===== src/rtl/microcode_sequencer.sv =====
// -----------------------------------------------------------------------------
// microcode_sequencer
//
// Steps a microcode ROM through the microsteps of the current instruction.
// The ROM is addressed by {ext, flags, opcode, step}. The ROM word read back
// is gated onto control_word only while the sequencer is executing. That
// happens in RUN, and for exactly one cycle in STEP. The current word can
// end the instruction (step_resetn), jump to the next extension page
// (step_extn), halt the machine (halt), or request a breakpoint (brk).
// A single-step mode and a paused state allow the machine to be walked one
// microstep at a time.
//
// Ports
//   clk          rising-edge clock
//   rst          synchronous active-high reset
//   opcode       current instruction register value
//   flags        ALU flags
//   rom_data     microcode ROM word (combinational read of rom_addr)
//   step_resetn  active-low end-of-instruction request from the control word
//   step_extn    active-low jump to the next extension page
//   halt         halt request from the control word
//   brk          breakpoint request from the control word
//   single_step  mode: pause after every microstep
//   step_req     advance one microstep while paused (rising edge)
//   cont_req     resume RUN from PAUSED (level)
//   rom_addr     {ext, flags, opcode, step}
//   control_word rom_data while ctrlen, else 0
//   ctrlen       control word is live this cycle
//   step         current microstep
//   ext          current extension page
//   fetch        step == 0 and ext == 0
//   halted       machine is halted
//   paused       machine is paused
//   overrun      sticky step or page overflow, cleared only by rst
// -----------------------------------------------------------------------------
module microcode_sequencer #(
    parameter int OP_W         = 8,
    parameter int FLAG_W       = 4,
    parameter int CW_W         = 32,
    parameter int STEP_W       = 4,
    parameter int EXT_PAGES    = 2,
    parameter int START_PAUSED = 0,
    localparam int EXT_W       = $clog2(EXT_PAGES),
    localparam int ROM_AW      = EXT_W + FLAG_W + OP_W + STEP_W
) (
    input  logic              clk,
    input  logic              rst,
    input  logic [OP_W-1:0]   opcode,
    input  logic [FLAG_W-1:0] flags,
    input  logic [CW_W-1:0]   rom_data,
    input  logic              step_resetn,
    input  logic              step_extn,
    input  logic              halt,
    input  logic              brk,
    input  logic              single_step,
    input  logic              step_req,
    input  logic              cont_req,
    output logic [ROM_AW-1:0] rom_addr,
    output logic [CW_W-1:0]   control_word,
    output logic              ctrlen,
    output logic [STEP_W-1:0] step,
    output logic [EXT_W-1:0]  ext,
    output logic              fetch,
    output logic              halted,
    output logic              paused,
    output logic              overrun
);

    typedef enum logic [1:0] {
        ST_RUN,
        ST_STEP,
        ST_PAUSED,
        ST_HALTED
    } state_t;

    localparam state_t            RESET_STATE = (START_PAUSED != 0) ? ST_PAUSED : ST_RUN;
    localparam logic [EXT_W-1:0]  EXT_LAST    = EXT_W'(EXT_PAGES - 1);
    localparam logic [EXT_W-1:0]  EXT_ONE     = EXT_W'(1);
    localparam logic [STEP_W-1:0] STEP_ONE    = STEP_W'(1);

    state_t            state;
    state_t            state_nxt;
    logic [STEP_W-1:0] step_nxt;
    logic [EXT_W-1:0]  ext_nxt;
    logic              overrun_nxt;
    logic              step_req_q;
    logic              step_req_edge;

    // Previous step_req resets to 1 so a request held high through reset
    // is not mistaken for a fresh edge.
    assign step_req_edge = step_req & ~step_req_q;

    // State, microstep, page and sticky overflow registers
    always_ff @(posedge clk) begin
        if (rst) begin
            state      <= RESET_STATE;
            step       <= '0;
            ext        <= '0;
            overrun    <= 1'b0;
            step_req_q <= 1'b1;
        end else begin
            state      <= state_nxt;
            step       <= step_nxt;
            ext        <= ext_nxt;
            overrun    <= overrun_nxt;
            step_req_q <= step_req;
        end
    end

    // Advance rule and state transitions
    always_comb begin
        state_nxt   = state;
        step_nxt    = step;
        ext_nxt     = ext;
        overrun_nxt = overrun;

        // The word that executes this cycle (RUN or the single STEP cycle)
        // always advances, even when it also requests halt or brk.
        if (ctrlen) begin
            if (!step_resetn) begin
                step_nxt = '0;
                ext_nxt  = '0;
            end else if (!step_extn) begin
                step_nxt = '0;
                if (ext == EXT_LAST) begin
                    overrun_nxt = 1'b1;
                end else begin
                    ext_nxt = ext + EXT_ONE;
                end
            end else begin
                step_nxt = step + STEP_ONE;
                if (&step) begin
                    overrun_nxt = 1'b1;
                end
            end
        end

        unique case (state)
            ST_RUN: begin
                if (halt) begin
                    state_nxt = ST_HALTED;
                end else if (brk || single_step) begin
                    state_nxt = ST_PAUSED;
                end
            end
            ST_STEP: begin
                state_nxt = halt ? ST_HALTED : ST_PAUSED;
            end
            ST_PAUSED: begin
                if (cont_req) begin
                    state_nxt = ST_RUN;
                end else if (step_req_edge) begin
                    state_nxt = ST_STEP;
                end
            end
            ST_HALTED: begin
                state_nxt = ST_HALTED;
            end
            default: begin
                state_nxt = RESET_STATE;
            end
        endcase
    end

    // Outputs decoded straight from the registered state
    assign ctrlen       = (state == ST_RUN) || (state == ST_STEP);
    assign halted       = (state == ST_HALTED);
    assign paused       = (state == ST_PAUSED);
    assign fetch        = (step == '0) && (ext == '0);
    assign rom_addr     = {ext, flags, opcode, step};
    assign control_word = ctrlen ? rom_data : '0;

endmodule

===== config.mk =====
export PLATFORM = sky130hd
export DESIGN_NAME = microcode_sequencer
export DESIGN_NICKNAME = d
export VERILOG_FILES = /design/src/rtl/microcode_sequencer.sv
export SDC_FILE = /design/constraint.sdc
export NUM_CORES = 1
export LEC_CHECK = 0
export ABC_AREA = 1
export BUFFER_PORTS_ARGS = -buffer_cell sky130_fd_sc_hd__buf_2
export CAP_MARGIN = 20
export CORE_UTILIZATION = 28
export DETAILED_ROUTE_END_ITERATION = 8
export GPL_ROUTABILITY_DRIVEN = 1
export PLACE_DENSITY_LB_ADDON = 0.25
export SYNTH_ARGS = -nofsm -noshare
export SYNTH_HDL_FRONTEND = slang
export SYNTH_SLANG_ARGS = --single-unit

===== constraint.sdc =====
create_clock -name clk -period 0.9 [get_ports clk]
set_input_delay 0.135 -clock clk [delete_from_list [all_inputs] [get_ports clk]]
set_output_delay 0.135 -clock clk [all_outputs]
set_load 0.03 [all_outputs]

# --- Word level (Yosys, flattened, before mapping) ---
# Cells that the tools add are included.
totals:
  regBits: 9
  in_bits: 53
  output_inout_bits: 59
  word_cells: 42
classes:
  eq_ne: 7
  bitwise: 3
  addsub: 2
  reduce_logical: 10
  muxes: 15
ops:
  columns: ["cell", "n"]
  rows:
  - ["2-to-1 mux 32 bit", 1]
  - ["2-to-1 mux 2 bit", 4]
  - ["2-to-1 mux 4 bit", 2]
  - ["one-hot mux 2 bit (4 select lines)", 1]
  - ["AND reduction 4 bit", 2]
  - ["2-to-1 mux 1 bit", 7]
  - ["adder 4 x 1 -> 4 bit (second input constant)", 1]
  - ["== test 2 bit (second input constant)", 2]
  - ["zero test 4 bit", 1]
  - ["AND reduction 2 bit", 2]
  - ["!= test 3 x 2 -> 1 bit (second input constant)", 1]
  - ["!= test 3 bit (second input constant)", 1]
  - ["== test 2 x 1 -> 1 bit (second input constant)", 1]
  - ["zero test 2 bit", 1]
  - ["logical OR 1 bit", 2]
  - ["!= test 2 x 1 -> 1 bit (second input constant)", 1]
  - ["!= test 2 bit (second input constant)", 1]
  - ["inverter 1 bit", 2]
  - ["nonzero test 2 bit", 1]
  - ["adder 1 bit (second input constant)", 1]
  - ["AND 1 bit", 1]
  - ["logical AND 1 bit", 1]

# --- Depth between registers and ports, before layout ---
logic_depth:
  depth_word: 5
  mapped_depth: 6
  ltp_nobuf: 6

# --- Worst setup path before layout ---
# No wires, ideal clock.
synth_timing:
  kind: "register to output"
  start: "register step[0]"
  end: "output port fetch"
  path_stages_with_launch: 5
  setup_slack_ps: -625
  t_arrival_ps: 1390
  required_ps: 765
  n_path_buf: 0
  cell_sequence: "dfxtp_1 inv_1 ha_1 nand2_1 nor3_1"
synth_between:
  elab_chain_len: 2
synth_rtl:
  columns: ["item", "line", "text"]
  rows:
  - ["from (decl)", "61", "output logic [STEP_W-1:0] step,"]
  - ["from (signal assigned)", "103", "step <= step_nxt;"]
  - ["zero test 4 bit", "169", "assign fetch = (step == '0) && (ext == '0);"]
  - ["logical AND 1 bit", "169", null]
  - ["to (decl)", "63", "output logic fetch,"]
# Every way passes these cells.

# --- Worst setup path in the final report ---
layout_timing:
  start: "register state[1]"
  end: "output port control_word[16]"
layout_between:
  elab_chain_len: 3
  word_cells_on_any_way: 4
layout_rtl:
  columns: ["item", "line", "text"]
  rows:
  - ["from (decl)", "81", "state_t state;"]
  - ["from (signal assigned)", "102", "state <= state_nxt;"]
  - ["== test 2 x 1 -> 1 bit or zero test 2 bit (tied branches)", "166", "assign ctrlen = (state == ST_RUN) || (state == ST_STEP);"]
  - ["logical OR 1 bit *", "166", null]
  - ["2-to-1 mux 32 bit *", "171", "assign control_word = ctrlen ? rom_data : '0;"]
  - ["to (decl)", "59", "output logic [CW_W-1:0] control_word,"]
# Mark *: on every way between the ends. The rest lies on a longest branch, timed or not.

==> out/metrics.cfg <==
[status]
status=complete, but fails checks
violations=design-rule violations, negative setup slack

[power]
leakagePower_nw=1.16
ir_drop_uv=885
p_per_area_mw_per_mm2=1090
total_power_mw=2.42

[drt]
drtPass1Iterations=6
vias=1231
drc=20
drt_iter0_drc=67
drt_wl_total_um=3960
viasPerCell=4.30
antenna_left=0
wl_per_cell_um=13.8

[clocking]
clk_latency_ps=270
ctsHoldBuffers=0
htreeDepth=1
cts_tree=yes
clock_path_buffers=2
cts_num_sinks=9
clockRootBuffer=clkbuf_4
cts_buffers=3
path_clk_slew_ps=60

[layout]
utilization=0.789
area_delta_synth_final_pct=162
diodes=0
nets=311
final_layout_size_suffix_gt1_frac=0.729

[sta]
post-route-period-util=1.43
slew_headroom=0.833
fin_ws_ps=-385
final-max-slew-violation-count=0
finClkSkew_ps=2.86
whs_ps=59.5
setup_tns_ps=-15750
worst_pin_slew_ps=251
fin_crit_ps=1280
rsz0062_at_grt=yes
hold_violations=0
final-setup-viol-count=54
max_freq_ghz=0.778

[placement]
place_congestion=0.716
hpwl_um=2120
port_buffers=87

[synth]
syn_area_per_cell_um2=5.51
syn_inst=153
synth_warnings=0
synth.largest_area_cell=dfxtp_1
synth.area.top_cells=dfxtp_1 (21%), inv_1 (20%), nor2_1 (19%), buf_4 (16%), nand2_1 (7.1%)
yosysUniqueCellTypes=17
yosysSeqAreaShare=0.214
synth.most_common_cell=inv_1
synth_top_area_share=0.214
netlist_top_cells_count=inv_1 (45), nor2_1 (43), buf_4 (18)
synth-async-reset-ratio=0
synthesis.area_um2=843
ys_seq_elements=9
synthFlopType=dfxtp_1
synth_fp_nets=208
synth_edf_count=0

[worst_setup_path]
cp-end-kind=output port
endpoint=control_word[16]
r2r_end=state[1]
rrSetupSlack_ps=-350
required_ps=760
r2r_start=state[1]
cp_max_fo=15
reg2regPathDepth=8
cp-start-kind=register
critPathKind=reg -> out
crit_path_start=state[1]
cp_data_arrival_time_ps=1150

[min_path]
hp-class=in -> reg
hold_start=step_req

[global_routing]
grt_use_total=0.234
grt-ovfl-total=0
grt_pass1_wl_um=5800
grt_pass1_vias=1244
grt_antenna_before_repair=0
grt_max_degree=16

[floorplanning]
dieHeight_um=56.9
die_area_mm2=0.00324
num_rows=19
ioPinCount=112
die_x_um=56.9
start_util=0.301
core_area_mm2=0.00281

[flow_run]
drv_cap=0

[worst max-delay path: stages, from the launching register on]
cell and delay, ps:
dfxtp_4 390, buf_8 260, nor2_4 60, buf_4 170
[area by class of cell]
class,instances,area [um^2]
Sequential cell,9,201
Timing Repair Buffer,119,1050
Inverter,46,185
Fill cell,188,592
Tap cell,31,38.8
Clock buffer,4,26.3
Multi-Input combinational cell,77,712
[kinds of logic after synthesis]
family,after synthesis,synth area share
compound gates,6,0.0371
xor+xnor,1,0.0104
fa+ha+maj,2,0.0297
buf+inv,67,0.383
flops,9,0.214
simple gates,68,0.326
[state kept, by name (all words and copies together) (netlist names)]
signal,flops
step_req_q,1
state,2
ext,1
step,4
overrun,1
[routing by layer]
layer	GRT usage	routed length [um]	part of all wire
met1	0.236	1290	0.33
met2	0.466	2280	0.58
met3	0.0346	299	0.076
met4	0.0941	89	0.022
met5	0	0	0
[how the worst min path moves through the flow]
stage                               to  cells after the start
after detailed placement  rom_addr[13]                      0
after global placement    rom_addr[13]                      0
final                       step_req_q                      2
after CTS                   step_req_q                      2
after global routing        step_req_q                      2
after floorplan                overrun                      1
[where the power goes]
part           switching (mW)  total [mW]  internal [mW]
sequential             0.0316       0.448          0.417
clock                   0.155       0.326          0.172
combinational           0.899        1.65          0.749
[stage by stage]
stage,area (um^2),instances,worst slack (ps)
after global placement,1580,262,-140
after CTS,2110,283,-368
after global routing,2210,286,-425
after floorplan,1190,153,-176
final,2210,286,-385
after detailed placement,1580,262,-164
[what timing repair did]
item	CTS	global route
setup buffers	16	5
gates resized for setup	107	24
pin swaps	6	10
gates cloned	2	0
endpoints found under the setup margin	54	55
[cell usage in the layout (no fill, tap or decap), drive strengths merged, types with 2 or more instances in the layout]
cell type,Yosys,final
nand2,16,16
dfxtp,9,9
clkbuf,0,4
nand3,5,5
inv,46,46
ha,2,2
nor2,44,44
a21oi,4,4
buf,21,119
(Power assumes the default switching activity.)
